===== src/rtl/timing_phase_gen.sv =====
// timing_phase_gen: sequences the four non-overlapping LVDA timing phases
// (WDA, XDA, YDA, ZDA) once per bit time and counts bit times within a word.
// Optional feature macro: TIMING_STEP_EN adds a STEP input that runs exactly
// one bit time from IDLE when RUN is low.
module timing_phase_gen #(
    parameter int PHASE_CYCLES = 4,
    parameter int GAP_CYCLES   = 1,
    parameter int BIT_TIMES    = 14,
    parameter int BT_W         = 4
) (
    input  logic            SIM_CLK,
    input  logic            SIM_RST,
    input  logic            RUN,
`ifdef TIMING_STEP_EN
    input  logic            STEP,
`endif
    output logic            WDA,
    output logic            XDA,
    output logic            YDA,
    output logic            ZDA,
    output logic [BT_W-1:0] BIT_TIME,
    output logic            BT_START,
    output logic            WORD_END,
    output logic            RUNNING
);

    // Counter is one bit wider than strictly needed so the "phase on" limit
    // (PHASE_CYCLES - GAP_CYCLES) is representable even when GAP_CYCLES = 0.
    localparam int CYC_W = $clog2(PHASE_CYCLES + 1);
    localparam logic [CYC_W-1:0] CYC_LAST = CYC_W'(PHASE_CYCLES - 1);
    localparam logic [CYC_W-1:0] CYC_ON   = CYC_W'(PHASE_CYCLES - GAP_CYCLES);
    localparam logic [BT_W-1:0]  BT_LAST  = BT_W'(BIT_TIMES - 1);

    typedef enum logic [0:0] {
        ST_IDLE   = 1'b0,
        ST_ACTIVE = 1'b1
    } state_t;

    state_t            state_q,    state_d;
    logic [CYC_W-1:0]  cyc_q,      cyc_d;
    logic [1:0]        ph_q,       ph_d;
    logic [BT_W-1:0]   bit_time_q, bit_time_d;
    logic              wda_q,      wda_d;
    logic              xda_q,      xda_d;
    logic              yda_q,      yda_d;
    logic              zda_q,      zda_d;
    logic              bt_start_q, bt_start_d;
    logic              word_end_q, word_end_d;
    logic              running_q,  running_d;

    logic              start_s;
    logic              last_s;
    logic              active_s;
    logic              phase_on_s;

`ifdef TIMING_STEP_EN
    // STEP only matters in IDLE; while ACTIVE the start request is not looked at.
    assign start_s = RUN | STEP;
`else
    assign start_s = RUN;
`endif

    // Last cycle of a bit time: Z slot, final slot cycle.
    assign last_s = (ph_q == 2'd3) && (cyc_q == CYC_LAST);

    // State and output registers with synchronous reset.
    always_ff @(posedge SIM_CLK) begin
        if (SIM_RST) begin
            state_q    <= ST_IDLE;
            cyc_q      <= '0;
            ph_q       <= 2'd0;
            bit_time_q <= '0;
            wda_q      <= 1'b0;
            xda_q      <= 1'b0;
            yda_q      <= 1'b0;
            zda_q      <= 1'b0;
            bt_start_q <= 1'b0;
            word_end_q <= 1'b0;
            running_q  <= 1'b0;
        end else begin
            state_q    <= state_d;
            cyc_q      <= cyc_d;
            ph_q       <= ph_d;
            bit_time_q <= bit_time_d;
            wda_q      <= wda_d;
            xda_q      <= xda_d;
            yda_q      <= yda_d;
            zda_q      <= zda_d;
            bt_start_q <= bt_start_d;
            word_end_q <= word_end_d;
            running_q  <= running_d;
        end
    end

    // Next-state logic: slot/phase sequencing, bit-time count, run/stop decision.
    always_comb begin
        state_d    = state_q;
        cyc_d      = cyc_q;
        ph_d       = ph_q;
        bit_time_d = bit_time_q;
        case (state_q)
            ST_IDLE: begin
                if (start_s) begin
                    state_d = ST_ACTIVE;
                    cyc_d   = '0;
                    ph_d    = 2'd0;
                end else begin
                    state_d = ST_IDLE;
                    cyc_d   = '0;
                    ph_d    = 2'd0;
                end
            end
            ST_ACTIVE: begin
                if (last_s) begin
                    // Bit time completes; RUN decides whether the next one
                    // follows back-to-back or generation stops here.
                    if (bit_time_q == BT_LAST) begin
                        bit_time_d = '0;
                    end else begin
                        bit_time_d = bit_time_q + BT_W'(1);
                    end
                    cyc_d = '0;
                    ph_d  = 2'd0;
                    if (RUN) begin
                        state_d = ST_ACTIVE;
                    end else begin
                        state_d = ST_IDLE;
                    end
                end else if (cyc_q == CYC_LAST) begin
                    cyc_d = '0;
                    ph_d  = ph_q + 2'd1;
                end else begin
                    cyc_d = cyc_q + CYC_W'(1);
                end
            end
            default: begin
                state_d    = ST_IDLE;
                cyc_d      = '0;
                ph_d       = 2'd0;
                bit_time_d = bit_time_q;
            end
        endcase
    end

    // Output decode from the next state so every output leaves a flop.
    always_comb begin
        active_s   = (state_d == ST_ACTIVE);
        phase_on_s = active_s && (cyc_d < CYC_ON);
        wda_d      = phase_on_s && (ph_d == 2'd0);
        xda_d      = phase_on_s && (ph_d == 2'd1);
        yda_d      = phase_on_s && (ph_d == 2'd2);
        zda_d      = phase_on_s && (ph_d == 2'd3);
        bt_start_d = active_s && (ph_d == 2'd0) && (cyc_d == '0);
        word_end_d = active_s && (ph_d == 2'd3) && (cyc_d == CYC_LAST)
                     && (bit_time_d == BT_LAST);
        running_d  = active_s;
    end

    assign WDA      = wda_q;
    assign XDA      = xda_q;
    assign YDA      = yda_q;
    assign ZDA      = zda_q;
    assign BIT_TIME = bit_time_q;
    assign BT_START = bt_start_q;
    assign WORD_END = word_end_q;
    assign RUNNING  = running_q;

endmodule


===== config.mk =====
export PLATFORM = sky130hd
export DESIGN_NAME = timing_phase_gen
export DESIGN_NICKNAME = d
export VERILOG_FILES = /design/src/rtl/timing_phase_gen.sv
export SDC_FILE = /design/constraint.sdc
export NUM_CORES = 1
export LEC_CHECK = 0
export CAP_MARGIN = 0
export CELL_PAD_IN_SITES_DETAIL_PLACEMENT = 1
export CELL_PAD_IN_SITES_GLOBAL_PLACEMENT = 1
export CORE_MARGIN = 2
export CORE_UTILIZATION = 38
export DETAILED_ROUTE_END_ITERATION = 7
export GPL_ROUTABILITY_DRIVEN = 0
export PLACE_DENSITY = 0.81
export REMOVE_ABC_BUFFERS = 1
export SYNTH_ARGS = -nofsm -noshare
export SYNTH_HDL_FRONTEND = slang
export SYNTH_SLANG_ARGS = --single-unit

===== constraint.sdc =====
create_clock -name SIM_CLK -period 3.7 [get_ports SIM_CLK]
set_input_delay 0.74 -clock SIM_CLK [delete_from_list [all_inputs] [get_ports SIM_CLK]]
set_output_delay 0.74 -clock SIM_CLK [all_outputs]
set_load 0.01 [all_outputs]

==> results of run 1 <==
logic make-up after synthesis:
kind of cell,count (synthesis),share of synthesized area
AO/OA/AOI/OAI,15,0.138
XOR/XNOR,2,0.0258
adder cells (fa/ha/maj),2,0.0368
buffers and inverters,3,0.0221
flip-flops,16,0.471
AND/OR/NAND/NOR,35,0.306
metrics by stage:
step                utilization  instances  area (sq um)  worst slack, ps  total power (W)
floorplan                     -         72           672             2150         0.000189
global placement          0.488        110           833             1740         0.000199
detailed placement        0.488        110           833             1680         0.000199
CTS                       0.509        114           870             1590         0.000312
global route              0.509        114           870             1500         0.000322
finish                    0.509        114           870             1580         0.000308
flip-flops by register name, summed over array words and instances, names as in the netlist:
signal and flops:
BIT_TIME 4, WDA 1, BT_START 1, RUNNING 1, XDA 1, cyc_q 3, WORD_END 1, ZDA 1
YDA 1, ph_q 2
layout by cell type (no fill, tap or decap):
master,instances
dfxtp_1,16
and3b_1,1
nand3b_1,1
nand2b_1,2
ha_1,2
and2b_1,1
o2111a_1,1
nand4_1,2
nor3b_1,1
nor4b_1,1
nor4_1,1
clkdlybuf4s50_1,13
or3_1,3
a21oi_2,2
xnor2_1,1
nor3_1,5
o211a_1,1
clkbuf_8,1
o21ai_0,4
nand3_1,3
nand2b_4,1
a21oi_1,6
nor2b_1,1
nor2_1,4
nand2_1,4
nand4b_1,1
inv_1,2
clkbuf_4,3
xor2_1,1
and3_1,3
o21ai_1,1
layout make-up:
cell class,instances,share of cell area
multi-input cells,54,0.396
inverters,2,0.00863
well taps,25,0.0360
clock buffers,4,0.0417
repair buffers,13,0.150
flip-flops and latches,16,0.368
power by group:
| part | internal [W] | switching, W |
|---|---|---|
| registers | 0.000175 | 0.00000323 |
| clock network | 0.0000600 | 0.0000526 |
| logic | 0.00000891 | 0.00000796 |
| total | 0.000244 | 0.0000638 |
routing by layer:
metal  vias up  global-route usage
met5         -                   0
met4         0              0.0514
met3         2              0.0706
met2        12               0.283
met1       279               0.192
li1        296                   -
path summary, 6_finish.rpt:
check,start,end,slack (ps),cells past startpoint
hold reg to reg,cyc_q[0],cyc_q[0],550,1
setup reg to reg,cyc_q[0],XDA,1900,5
hold / removal,cyc_q[0],cyc_q[0],550,1
setup / recovery,RUNNING,RUNNING,1580,1
==> impl_results.md, run 1 <==
- Fin Clk Skew: 4.36 ps
- Number of post-CTS setup repair buffers: 0
- Clock buffer depth: 2
- I/O pin cnt: 14
- CORE AREA: 1710 sq um
- Port bufs: 13
- Post-Syn Area per Cell: 9.31 sq um
- CP Capture Type: primary output
- Rows: 15
- CP delay by family, top: buffers and inverters
- Worst IR Drop VDD: 0.276 mV
- Clk sinks: 16
- Synth cell count leaders: 16 x dfxtp_1, 6 x a21oi_1, 5 x nor3_1
- Initial core utilization: 0.398
- Post-CTS Hold Fix Bufs: 0
- Crit path required time: 2960 ps
- Number of fill cells: 206
- Worst hold slack: 550 ps
- Final setup fails: 0
- Startpoint Class: flop
- Routed WL: 1.61 mm
- Status: finished clean
- Clk root buf: clkbuf_4
- Post-CTS Resized: 0
- Width of the die: 46.3 um
- Nets: 95
- Post-route minimum period: 2120 ps
- Most used DFF post-synth: dfxtp_1
- Leakage: 0.321 nW
- Antenna Nets Post-Route: 0
- Fraction of registers with async set/reset: 0
- Slew @ Worst Pin: 520 ps
- Layout cells sized above 1: 0.0787
- N_diodes: 0
- Die H: 46.3 um
- Top layer in use: met4
- Detailed Routing Iterations Pass 1: 3
- Worst slew margin: 0.653
- Cell variety after synth: 29
- Number of synthesized flops with an enable pin: 0
- Die ar.: 2140 sq um
- Seq/Total Area, Yosys: 0.471
- Total grt overflow: 0
- CP max FO: 9
- Synthesized flop and latch total: 16
- Via density: 5.17
- # H-tree levels: 1
- Slew Viols, Final: 0
- Period utilization: 0.572
- Unrepaired setup endpoints after global routing: false
- TritonCTS Buffers: 3
- Met1 WL: 755 um
- Crit path DAT: 1380 ps
- Multi-input logic area: 344 sq um
- Critical path cell sequence: clkdlybuf4s50_1
- Total number of vias: 589
- Top cell type's share of synthesized area: 0.471
- Met3 WL post-DR: 76 um
- WL/cell: 14.1 um
- Ys Warns: 0
- Reg area: 320 sq um
- CTS tree: built
- Vias in the first global route: 580
- Area growth, synth to finish: 28.0%
- Total of max-cap violations: 0
- Metal2 WL: 762 um
- First DRT Iteration DRCs: 3
- Synthesized area: 679 sq um
- Cells after Synth: 73
- First-pass GRT wire length: 2.50 mm
- Hold WC Path Type: reg -> reg
- GRT Util Overall: 0.168
- Hold Vio Cnt, Final: 0
- Area leader, netlist: dfxtp_1
- Sum Neg Setup Slack: 0 ps
- Drt drc: 0
- Critical path type: reg -> out
- Worst Path Buf+Inv: 1
- Synth top area cells: dfxtp_1 47%, a21oi_1 4.4%, ha_1 3.7%
- Most common cell in the synthesized netlist: dfxtp_1
- Pin count of the biggest net entering global routing: 10
- Worst-Skew Late Latency: 290 ps
- Worst-path clk slew: 90 ps
- Max incr delay on CP: 590 ps
- DP Wirelength: 1.24 mm
- Max Fclk: 473 MHz
- PwrDens: 354 nW/um^2
- Initial antenna violation count: 0
- CP max-delay cell: clkdlybuf4s50_1
Power figures use the tool's default switching activity.
==> run 2, diff against run 1 <==
- CORE_UTILIZATION: 38 -> 32
- PLACE_DENSITY: 0.81 -> 0.74
- clock period: 3.7 -> 1.8 ns (I/O delays scaled with it)
==> impl_results.md, run 2 (same netlist as run 1, synthesis figures left out) <==
- Post-route minimum period: 1690 ps
- Total grt overflow: 0 (unchanged)
- CORE AREA: 1980 sq um (was 1710 sq um)
- GRT Util Overall: 0.159 (was 0.168)
- Drt drc: 0 (unchanged)
- Slew @ Worst Pin: 305 ps (was 520 ps)
- CTS tree: built (unchanged)
- Critical path type: reg -> out (unchanged)
- Clock buffer depth: 2 (unchanged)
- Initial core utilization: 0.343 (was 0.398)
- Hold Vio Cnt, Final: 0 (unchanged)
- Worst Path Buf+Inv: 1 (unchanged)
- N_diodes: 0 (unchanged)
- Metal2 WL: 799 um (was 762 um)
- Fin Clk Skew: 3.40 ps (was 4.36 ps)
- Worst-path clk slew: 90 ps (about the same)
- Leakage: 0.341 nW (was 0.321 nW)
- CP Capture Type: primary output (unchanged)
- Die H: 50.1 um (was 46.3 um)
- Max incr delay on CP: 580 ps (was 590 ps)
- Total number of vias: 611 (was 589)
- Width of the die: 50.1 um (was 46.3 um)
- Clock network power share: 0.366 (was 0.365)
- Worst IR Drop VDD: 0.453 mV (was 0.276 mV)
- Post-CTS Hold Fix Bufs: 0 (unchanged)
- First DRT Iteration DRCs: 4 (was 3)
- Unrepaired setup endpoints after global routing: false (unchanged)
- First-pass GRT wire length: 2.99 mm (was 2.50 mm)
- Net Sw Power: 0.000134 W (was 0.0000638 W)
- Area growth, synth to finish: 33.3% (was 28.0%)
- CP delay by family, top: buffers and inverters (unchanged)
- # H-tree levels: 1 (unchanged)
- Critical path cell sequence: clkdlybuf4s50_1 (unchanged)
- Total of max-cap violations: 0 (unchanged)
- Most common cell after layout, fill and taps aside: dfxtp_1 (unchanged)
- WL/cell: 13.8 um (was 14.1 um)
- Post-DP Area: 866 sq um (was 833 sq um)
- Max Fclk: 591 MHz
- DP Wirelength: 1.25 mm (was 1.24 mm)
- Clk sinks: 16 (unchanged)
- I/O pin cnt: 14 (unchanged)
- Worst slew margin: 0.795 (was 0.653)
- Switching share of power: 0.210 (was 0.207)
- Nets: 99 (was 95)
- Sum Neg Setup Slack: 0 ps (unchanged)
- Via density: 5.09 (was 5.17)
- CP max-delay cell: clkdlybuf4s50_1 (unchanged)
- Detailed Routing Iterations Pass 1: 4 (was 3)
- Crit path required time: 1440 ps (was 2960 ps)
- Layout cells sized above 1: 0.140 (was 0.0787)
- Number of fill cells: 226 (was 206)
- Place WS: 202 ps (was 1680 ps)
- Most frequent cells in the layout: 15 x dfxtp_1, 13 x clkdlybuf4s50_1, 6 x a21oi_1 (was 16 x dfxtp_1, 13 x clkdlybuf4s50_1, 6 x a21oi_1)
- Period utilization: 0.940
- Hold WC Path Type: reg -> reg (unchanged)
- Final WS setup: 108 ps (was 1580 ps)
- Worst hold slack: 555 ps (was 550 ps)
- Vias in the first global route: 650 (was 580)
- Number of post-CTS setup repair buffers: 0 (unchanged)
- PwrDens: 704 nW/um^2 (was 354 nW/um^2)
- Met3 WL post-DR: 104 um (was 76 um)
- Pint: 0.000504 W (was 0.000244 W)
- Sequential share of power: 0.575 (was 0.580)
- Startpoint Class: flop (unchanged)
- Final setup fails: 0 (unchanged)
- Status: finished clean (unchanged)
- Die ar.: 2510 sq um (was 2140 sq um)
- CP max FO: 8 (was 9)
- TritonCTS Buffers: 3 (unchanged)
- Initial antenna violation count: 0 (unchanged)
- Rows: 16 (was 15)
- Top layer in use: met4 (unchanged)
- Antenna Nets Post-Route: 0 (unchanged)
- Port bufs: 13 (unchanged)
- Final instance area: 906 sq um (was 870 sq um)
- Comb power frac: 0.058 (was 0.055)
- Routed WL: 1.65 mm (was 1.61 mm)
- Crit path DAT: 1330 ps (was 1380 ps)
- Worst-Skew Late Latency: 290 ps (about the same)
- Slew Viols, Final: 0 (unchanged)
- Clk root buf: clkbuf_4 (unchanged)
- Max reg flops: 4 (unchanged)
- Met1 WL: 725 um (was 755 um)
- Pin count of the biggest net entering global routing: 10 (unchanged)
[run 2: cell types whose count changed in the layout (fill, tap and decap cells not counted)]
cell and change:
dfxtp_1 -1, nor2_1 -1, buf_4 +4, dfxtp_2 +1, nor2_2 +1
[run 2: path summary, 6_finish.rpt]
| path | from | endpoint | slack, ps | cells after the start |
|---|---|---|---|---|
| hold reg to reg | cyc_q[0] | cyc_q[0] | 550 | 1 |
| hold / removal | cyc_q[0] | cyc_q[0] | 550 | 1 |
| setup reg to reg | cyc_q[0] | WDA | 190 | 6 |
| setup / recovery | BIT_TIME[2] | BIT_TIME[2] | 110 | 1 |
[run 2: metrics by stage]
step,util,std cells,total power [W]
floorplan,-,72,0.000389
global placement,0.437,116,0.000411
detailed placement,0.437,116,0.000412
CTS,0.455,120,0.000647
global route,0.457,120,0.000672
finish,0.457,120,0.000638
[run 2: power groups by stage]
| stage | logic (W) | registers [W] | clock network (W) |
|---|---|---|---|
| after CTS | 0.0000374 | 0.000367 | 0.000243 |
| after global placement | 0.0000359 | 0.000375 | 0 |
| after global routing | 0.0000398 | 0.000369 | 0.000264 |
| after floorplan | 0.0000125 | 0.000376 | 0 |
| final | 0.0000371 | 0.000367 | 0.000234 |
| after detailed placement | 0.0000368 | 0.000375 | 0 |
[run 2: area by class of cell]
class                      instances  area, sq um  area share
multi-input combinational         54          347       0.383
tap                               27         33.8      0.0373
sequential                        16          322       0.355
timing repair buffer              17          160       0.177
clock buffer                       4         36.3      0.0401
inverter                           2         7.51     0.00829
[run 2: timing repair]
item                       CTS  global route
hold endpoints to repair     0             0
setup endpoints to repair    0             2
gates resized for setup      0             2
[run 2: layer usage]
metal,up-vias,GRT usage
met5,-,0
met4,0,0.0648
met3,4,0.0636
met2,17,0.254
met1,284,0.187
li1,306,-
==> run 3, diff against run 2 <==
- CAP_MARGIN: 0 -> 20
==> results of run 3 <==
Final layout, timing and power as in run 2 (identical DEF).
